**config.mk**
```make
export PLATFORM = sky130hd
export DESIGN_NAME = perceptron_trainer_flat
export DESIGN_NICKNAME = d
export VERILOG_FILES = /design/src/rtl/perceptron_trainer_if.sv /design/src/rtl/perceptron_trainer.sv /design/src/flat_wrapper.sv
export SDC_FILE = /design/constraint.sdc
export NUM_CORES = 1
export LEC_CHECK = 0
export ABC_AREA = 1
export CORE_AREA = 2 2 128 130
export CTS_CLUSTER_DIAMETER = 80
export DETAILED_ROUTE_END_ITERATION = 6
export DIE_AREA = 0 0 130 132
export PLACE_DENSITY = 0.77
export SLEW_MARGIN = 20
export SYNTH_ARGS = -nofsm -noshare
export SYNTH_HDL_FRONTEND = slang
export SYNTH_SLANG_ARGS = --single-unit
```
**constraint.sdc**
```tcl
create_clock -name clk -period 3.6 [get_ports clk]
set_input_delay 0.72 -clock clk [delete_from_list [all_inputs] [get_ports clk]]
set_output_delay 0.72 -clock clk [all_outputs]
set_load 0.1 [all_outputs]
```
**src/rtl/perceptron_trainer_if.sv**
```systemverilog
// Sample/result bus between a sample source and the perceptron trainer.
// The packed weights and bias are carried here too, since the predictor reads them directly.
interface perceptron_trainer_if #(
  parameter int WIDTH = 10
);
  logic                   in_valid;
  logic                   in_ready;
  logic [7:0]             x;
  logic                   label;
  logic                   train_en;
  logic                   done;
  logic                   predict;
  logic                   trained;
  logic [8*WIDTH-1:0]     weights;
  logic [WIDTH-1:0]       bias;
  logic [15:0]            err_cnt;

  modport master (
    output in_valid, x, label, train_en,
    input  in_ready, done, predict, trained, weights, bias, err_cnt
  );

  modport slave (
    input  in_valid, x, label, train_en,
    output in_ready, done, predict, trained, weights, bias, err_cnt
  );
endinterface

```
**src/rtl/perceptron_trainer.sv**
```systemverilog
// Online perceptron trainer: scores one sample over 8 accumulate cycles, then applies a
// saturating fixed-step update when the sample is mispredicted or falls inside the margin.
module perceptron_trainer #(
  parameter int WIDTH     = 10,
  parameter int STEP      = 16,
  parameter int THETA     = 64,
  parameter int INIT_W    = 0,
  parameter int INIT_BIAS = 0
) (
  input logic            clk,
  input logic            rst_n,
  perceptron_trainer_if.slave bus
);

  localparam int ACC_W = WIDTH + 4;
  localparam int EXT_W = WIDTH + 2;

  localparam logic signed [EXT_W-1:0] WMAX_E  = EXT_W'((2 ** (WIDTH - 1)) - 1);
  localparam logic signed [EXT_W-1:0] WMIN_E  = EXT_W'(-(2 ** (WIDTH - 1)));
  localparam logic signed [EXT_W-1:0] STEP_E  = EXT_W'(STEP);
  localparam logic signed [ACC_W-1:0] THETA_A = ACC_W'(THETA);

  typedef enum logic [1:0] {
    S_IDLE,
    S_ACCUM,
    S_EVAL,
    S_UPDATE
  } state_t;

  state_t                  r_state;
  state_t                  w_next_state;

  logic [7:0]              r_x;
  logic                    r_label;
  logic                    r_train_en;
  logic signed [ACC_W-1:0] r_acc;
  logic [2:0]              r_idx;
  logic signed [WIDTH-1:0] r_w [8];
  logic signed [WIDTH-1:0] r_bias;
  logic                    r_done;
  logic                    r_predict;
  logic                    r_trained;
  logic [15:0]             r_err_cnt;

  logic                    w_in_ready;
  logic                    w_accept;
  logic signed [ACC_W-1:0] w_term;
  logic                    w_predict;
  logic                    w_miss;
  logic                    w_margin;
  logic                    w_train;
  logic [8*WIDTH-1:0]      w_weights;

  // Widen by two bits so v +/- STEP cannot wrap before the clamp.
  function automatic logic signed [WIDTH-1:0] sat_step(input logic signed [WIDTH-1:0] v,
                                                       input logic up);
    logic signed [EXT_W-1:0] s;
    s = EXT_W'(v) + (up ? STEP_E : -STEP_E);
    if (s > WMAX_E) return WMAX_E[WIDTH-1:0];
    if (s < WMIN_E) return WMIN_E[WIDTH-1:0];
    return s[WIDTH-1:0];
  endfunction

  // NOTE: sequential state uses <= so every register updates from pre-edge values.
  always_ff @(posedge clk) begin
    if (!rst_n) r_state <= S_IDLE;
    else        r_state <= w_next_state;
  end

  always_comb begin
    w_next_state = r_state;
    case (r_state)
      S_IDLE:   if (w_accept) w_next_state = S_ACCUM;
      S_ACCUM:  if (r_idx == 3'd7) w_next_state = S_EVAL;
      S_EVAL:   w_next_state = w_train ? S_UPDATE : S_IDLE;
      S_UPDATE: w_next_state = S_IDLE;
      default:  w_next_state = S_IDLE;
    endcase
  end

  // NOTE: every combinational output gets a value on every path, so no latch is inferred.
  always_comb begin
    w_in_ready = (r_state == S_IDLE);
    w_accept   = w_in_ready && bus.in_valid;
    w_term     = r_x[r_idx] ? ACC_W'(r_w[r_idx]) : '0;
    w_predict  = !r_acc[ACC_W-1];
    w_miss     = (w_predict != r_label);
    w_margin   = (r_acc >= -THETA_A) && (r_acc <= THETA_A);
    w_train    = r_train_en && (w_miss || w_margin);
  end

  // NOTE: the weight array is reset explicitly because the predictor consumes it directly.
  always_ff @(posedge clk) begin
    if (!rst_n) begin
      for (int i = 0; i < 8; i++) r_w[i] <= WIDTH'(INIT_W);
      r_bias     <= WIDTH'(INIT_BIAS);
      r_done     <= 1'b0;
      r_predict  <= 1'b0;
      r_trained  <= 1'b0;
      r_err_cnt  <= '0;
      r_x        <= '0;
      r_label    <= 1'b0;
      r_train_en <= 1'b0;
      r_acc      <= '0;
      r_idx      <= '0;
    end else begin
      r_done <= 1'b0;
      case (r_state)
        S_IDLE: begin
          if (w_accept) begin
            r_x        <= bus.x;
            r_label    <= bus.label;
            r_train_en <= bus.train_en;
            r_acc      <= ACC_W'(r_bias);
            r_idx      <= '0;
          end
        end
        S_ACCUM: begin
          r_acc <= r_acc + w_term;
          r_idx <= r_idx + 3'd1;
        end
        S_EVAL: begin
          r_predict <= w_predict;
          if (w_miss && (r_err_cnt != 16'hFFFF)) r_err_cnt <= r_err_cnt + 16'd1;
          if (!w_train) begin
            r_done    <= 1'b1;
            r_trained <= 1'b0;
          end
        end
        S_UPDATE: begin
          for (int i = 0; i < 8; i++) begin
            if (r_x[i]) r_w[i] <= sat_step(r_w[i], r_label);
          end
          r_bias    <= sat_step(r_bias, r_label);
          r_done    <= 1'b1;
          r_trained <= 1'b1;
        end
        default: ;
      endcase
    end
  end

  always_comb begin
    w_weights = '0;
    for (int i = 0; i < 8; i++) w_weights[i*WIDTH +: WIDTH] = r_w[i];
  end

  assign bus.in_ready = w_in_ready;
  assign bus.done     = r_done;
  assign bus.predict  = r_predict;
  assign bus.trained  = r_trained;
  assign bus.weights  = w_weights;
  assign bus.bias     = r_bias;
  assign bus.err_cnt  = r_err_cnt;

  a_done_pulse: assert property (@(posedge clk) disable iff (!rst_n) r_done |=> !r_done);

endmodule

```
**src/flat_wrapper.sv**
```systemverilog
// flat-port wrapper written by rule: the top's interface ports become plain ports
module perceptron_trainer_flat 
#(
  parameter int WIDTH     = 10,
  parameter int STEP      = 16,
  parameter int THETA     = 64,
  parameter int INIT_W    = 0,
  parameter int INIT_BIAS = 0
)
  (clk, rst_n, bus_in_valid, bus_x, bus_label, bus_train_en, bus_in_ready, bus_done, bus_predict, bus_trained, bus_weights, bus_bias, bus_err_cnt);
  perceptron_trainer_if #(.WIDTH(WIDTH)) bus_i ();
  input logic clk;
  input logic rst_n;
  input wire logic [$bits(bus_i.in_valid)-1:0] bus_in_valid;
  input wire logic [$bits(bus_i.x)-1:0] bus_x;
  input wire logic [$bits(bus_i.label)-1:0] bus_label;
  input wire logic [$bits(bus_i.train_en)-1:0] bus_train_en;
  output wire logic [$bits(bus_i.in_ready)-1:0] bus_in_ready;
  output wire logic [$bits(bus_i.done)-1:0] bus_done;
  output wire logic [$bits(bus_i.predict)-1:0] bus_predict;
  output wire logic [$bits(bus_i.trained)-1:0] bus_trained;
  output wire logic [$bits(bus_i.weights)-1:0] bus_weights;
  output wire logic [$bits(bus_i.bias)-1:0] bus_bias;
  output wire logic [$bits(bus_i.err_cnt)-1:0] bus_err_cnt;
  assign bus_i.in_valid = bus_in_valid;
  assign bus_i.x = bus_x;
  assign bus_i.label = bus_label;
  assign bus_i.train_en = bus_train_en;
  assign bus_in_ready = bus_i.in_ready;
  assign bus_done = bus_i.done;
  assign bus_predict = bus_i.predict;
  assign bus_trained = bus_i.trained;
  assign bus_weights = bus_i.weights;
  assign bus_bias = bus_i.bias;
  assign bus_err_cnt = bus_i.err_cnt;
  perceptron_trainer #(.WIDTH(WIDTH), .STEP(STEP), .THETA(THETA), .INIT_W(INIT_W), .INIT_BIAS(INIT_BIAS)) u_core (.clk(clk), .rst_n(rst_n), .bus(bus_i));
endmodule
```
==> reports/qor.txt <==
Setup Skew: 0.00841 ns
Number of synthesized register bits: 114
Slew Viols, Final: 0
DP Worst Slack: 0.616 ns
Fmax: 324 MHz
Nets: 1,362
Global route hottest layer: met2
Max-cap violation count: 0
Drt first-iter violations: 620
GPL Wtd Cong: 0.918
Vias in the first global route: 7,740
# diodes: 0
Final Hold Viols: 0
Worst-Margin Slew: 0.993 ns
Detailed-route via count: 8,392
First-pass iteration count of the detailed router: 6
Most frequent cells in the layout: nand2_1, inv_1, a21oi_1, clkdlybuf4s50_1, nand3_1
First-pass GRT wire length: 37.6 mm
Cell area after synthesis: 8670 sq um
Critical Path End Type: flip-flop
Outcome: finished, final reports clean
Critical hold path startpoint: u_core.r_x[1]
Die Wd: 130 microns
H-tree Lvls: 4
Clk_lat worst skew: 0.43 ns
Most common cell after layout, fill and taps aside: nand2_1
Final WS setup: 0.517 ns
Largest family of logic cells by synthesized area: simple AND/OR/NAND/NOR gates
Initial core utilization: 55.2%
GRT Overall Usage: 27.2%
M1 GR Usage: 36.6%
Root Buffer: clkbuf_16
Critical path arrival: 3.43 ns
Synth top area cells: edfxtp_1, dfxtp_1, nand2_1
Routed Antenna Nets: 0
Synth-to-Final Area Change: 19.9%
Routed length per instance: 15.2 microns
Warnings from Yosys: 0
Clk pin slew, worst setup/hold paths: 0.05 ns
Syn nets: 1,270
DRC errors left: 0
Synth Area in Adders: 11.1%
Hold-fix buffers, CTS: 0
Core Box Area: 15,700 sq um
Site Rows: 46
IO Pins: 123
Largest area contributor in the netlist: edfxtp_1
EDFF count, synth: 56
Top-area cell type share of the netlist area: 19.4%
CP max FO: 27
Vias/cell: 5.57
Yosys cell types: 43
PD cells: 645 nW/um^2
Post-synth ARST share: 0%
Total gr overflow: 0
Estimated wirelength of the detail-placed design: 17.2 mm
Main flop type after synthesis: dfxtp_1
Cts repair resizes: 0
Critical path type: flip-flop to flip-flop
Hold/Removal Path Class: flip-flop to flip-flop
Met3 global-route usage: 4.59%
Total die area: 17,200 sq um
CTS tree: built
RSZ-0062 raised after global routing: false
Period utilization: 85.6%
Endpoints failing setup: 0
Clock Path Buffers: 2
Final WL: 22.9 mm
Post-synthesis compound-gate area fraction: 14.6%
Cells after Synth: 1,186
CP startpoint kind: flip-flop
R2R setup slack: 0.52 ns
Worst Path Required: 3.95 ns
Xor/xnor cell area share of the yosys netlist: 3.94%
Port Buffer Count: 122
Postcts setup bufs: 0
Worst vdd ir: 0.000651 V
Register area share after synthesis: 32.8%
Post-synthesis simple-gate area fraction: 27.9%
Final min period: 3.08 ns
Synth Area per Inst: 7.31 sq um
Pleak: 4.66 nW
Hold Slack: 0.471 ns
Pin count of the biggest net entering global routing: 38
TritonCTS buffer count: 17
Setup tns final: 0 ns
Sink Count: 114
Met2 Usage GRT: 44.7%
Slew headroom: 33.6%
Die span in y: 132 microns
Share of cells above drive strength 1: 8.52%
Post-synthesis mux area share: 0%
Initial antenna violation count: 0
per-layer routing:
layer | share of wire, % | wire (microns) | vias up
met5 | 0 | 0 | -
met2 | 47 | 10800 | 306
met3 | 6.6 | 1520 | 42
li1 | - | - | 4164
met1 | 45 | 10200 | 3880
met4 | 1.8 | 403 | 0
worst max-delay path, stage by stage (launching register included):
cell	delay (ns)
dfxtp_1	0.61
inv_2	0.30
o21ai_0	0.22
o22ai_1	0.09
nand2_1	0.07
nand2_1	0.07
nand2_1	0.06
inv_1	0.11
ha_1	0.39
a21oi_1	0.17
nand2_1	0.13
nand2_1	0.11
nand2_1	0.14
nand3_1	0.11
nand2_1	0.07
a21oi_1	0.12
o21ai_0	0.11
a21oi_1	0.13
through the flow:
| stage | area [sq um] | power (mW) | std cells | utilization, % |
|---|---|---|---|---|
| 3_3_place_gp | 9830 | 5.06 | 1475 | 62.6 |
| 5_1_grt | 10400 | 7.07 | 1507 | 66.1 |
| 6_report | 10400 | 6.71 | 1507 | 66.1 |
| 3_5_place_dp | 9830 | 5.09 | 1475 | 62.6 |
| 2_1_floorplan | 8670 | 4.45 | 1186 | - |
| 4_1_cts | 10400 | 6.69 | 1507 | 66.1 |
cell families (layout without fill, tap and decap cells):
logic type	count (synthesis)	in the layout
and+or+nand+nor	532	532
AOI/OAI and AO/OA	242	242
buffers and inverters	188	293
DFF	114	114
adders and majority gates	71	71
xor gates and xnor gates	39	39
sequential cells by signal (all words and copies together), names as in the netlist, 2 cells and up, named ones only:
| signal | flops |
|---|---|
| u_core.bus.bias | 7 |
| u_core.bus.err_cnt | 16 |
| u_core.r_acc | 14 |
| u_core.r_idx | 3 |
| u_core.r_state | 2 |
| u_core.r_w | 56 |
| u_core.r_x | 8 |
layout make-up:
type                            instances  area, sq um
Fill cell                            1361         5320
Timing Repair Buffer                  127         1230
Multi-Input combinational cell        884         4990
Inverter                              134          503
Sequential cell                       114         2840
Clock inverter                          8         45.0
Tap cell                              216          270
Clock buffer                           24          515
Yosys cell counts (2+ instances only):
| master | count |
|---|---|
| a21oi_1 | 115 |
| a31oi_1 | 10 |
| buf_2 | 8 |
| buf_4 | 28 |
| buf_6 | 2 |
| clkbuf_1 | 16 |
| dfxtp_1 | 58 |
| edfxtp_1 | 56 |
| fa_1 | 10 |
| ha_1 | 61 |
| inv_1 | 117 |
| inv_2 | 17 |
| nand2_1 | 283 |
| nand2_2 | 16 |
| nand3_1 | 79 |
| nand3_2 | 10 |
| nand4_1 | 31 |
| nor2_1 | 64 |
| nor2_2 | 2 |
| nor3_1 | 14 |
| nor3_2 | 2 |
| nor4_1 | 4 |
| o21a_1 | 2 |
| o21ai_0 | 66 |
| o21ai_1 | 35 |
| o22ai_1 | 8 |
| or2_1 | 11 |
| or2_2 | 9 |
| xnor2_1 | 16 |
| xor2_1 | 23 |
where the power goes:
group          switching [mW]  leakage, nW  total, mW  internal (mW)
registers               0.221         1.05       1.79           1.57
logic                    2.39         3.33       3.32          0.935
clock network           0.604        0.280       1.60          0.995
path summary, 6_finish.rpt:
kind / end / cells past startpoint
setup reg to reg: u_core.r_acc[9] / 17
hold / removal: u_core.r_x[1] / 2
setup / recovery: u_core.r_acc[9] / 17
hold reg to reg: u_core.r_x[1] / 2
(Power assumes the default switching activity.)
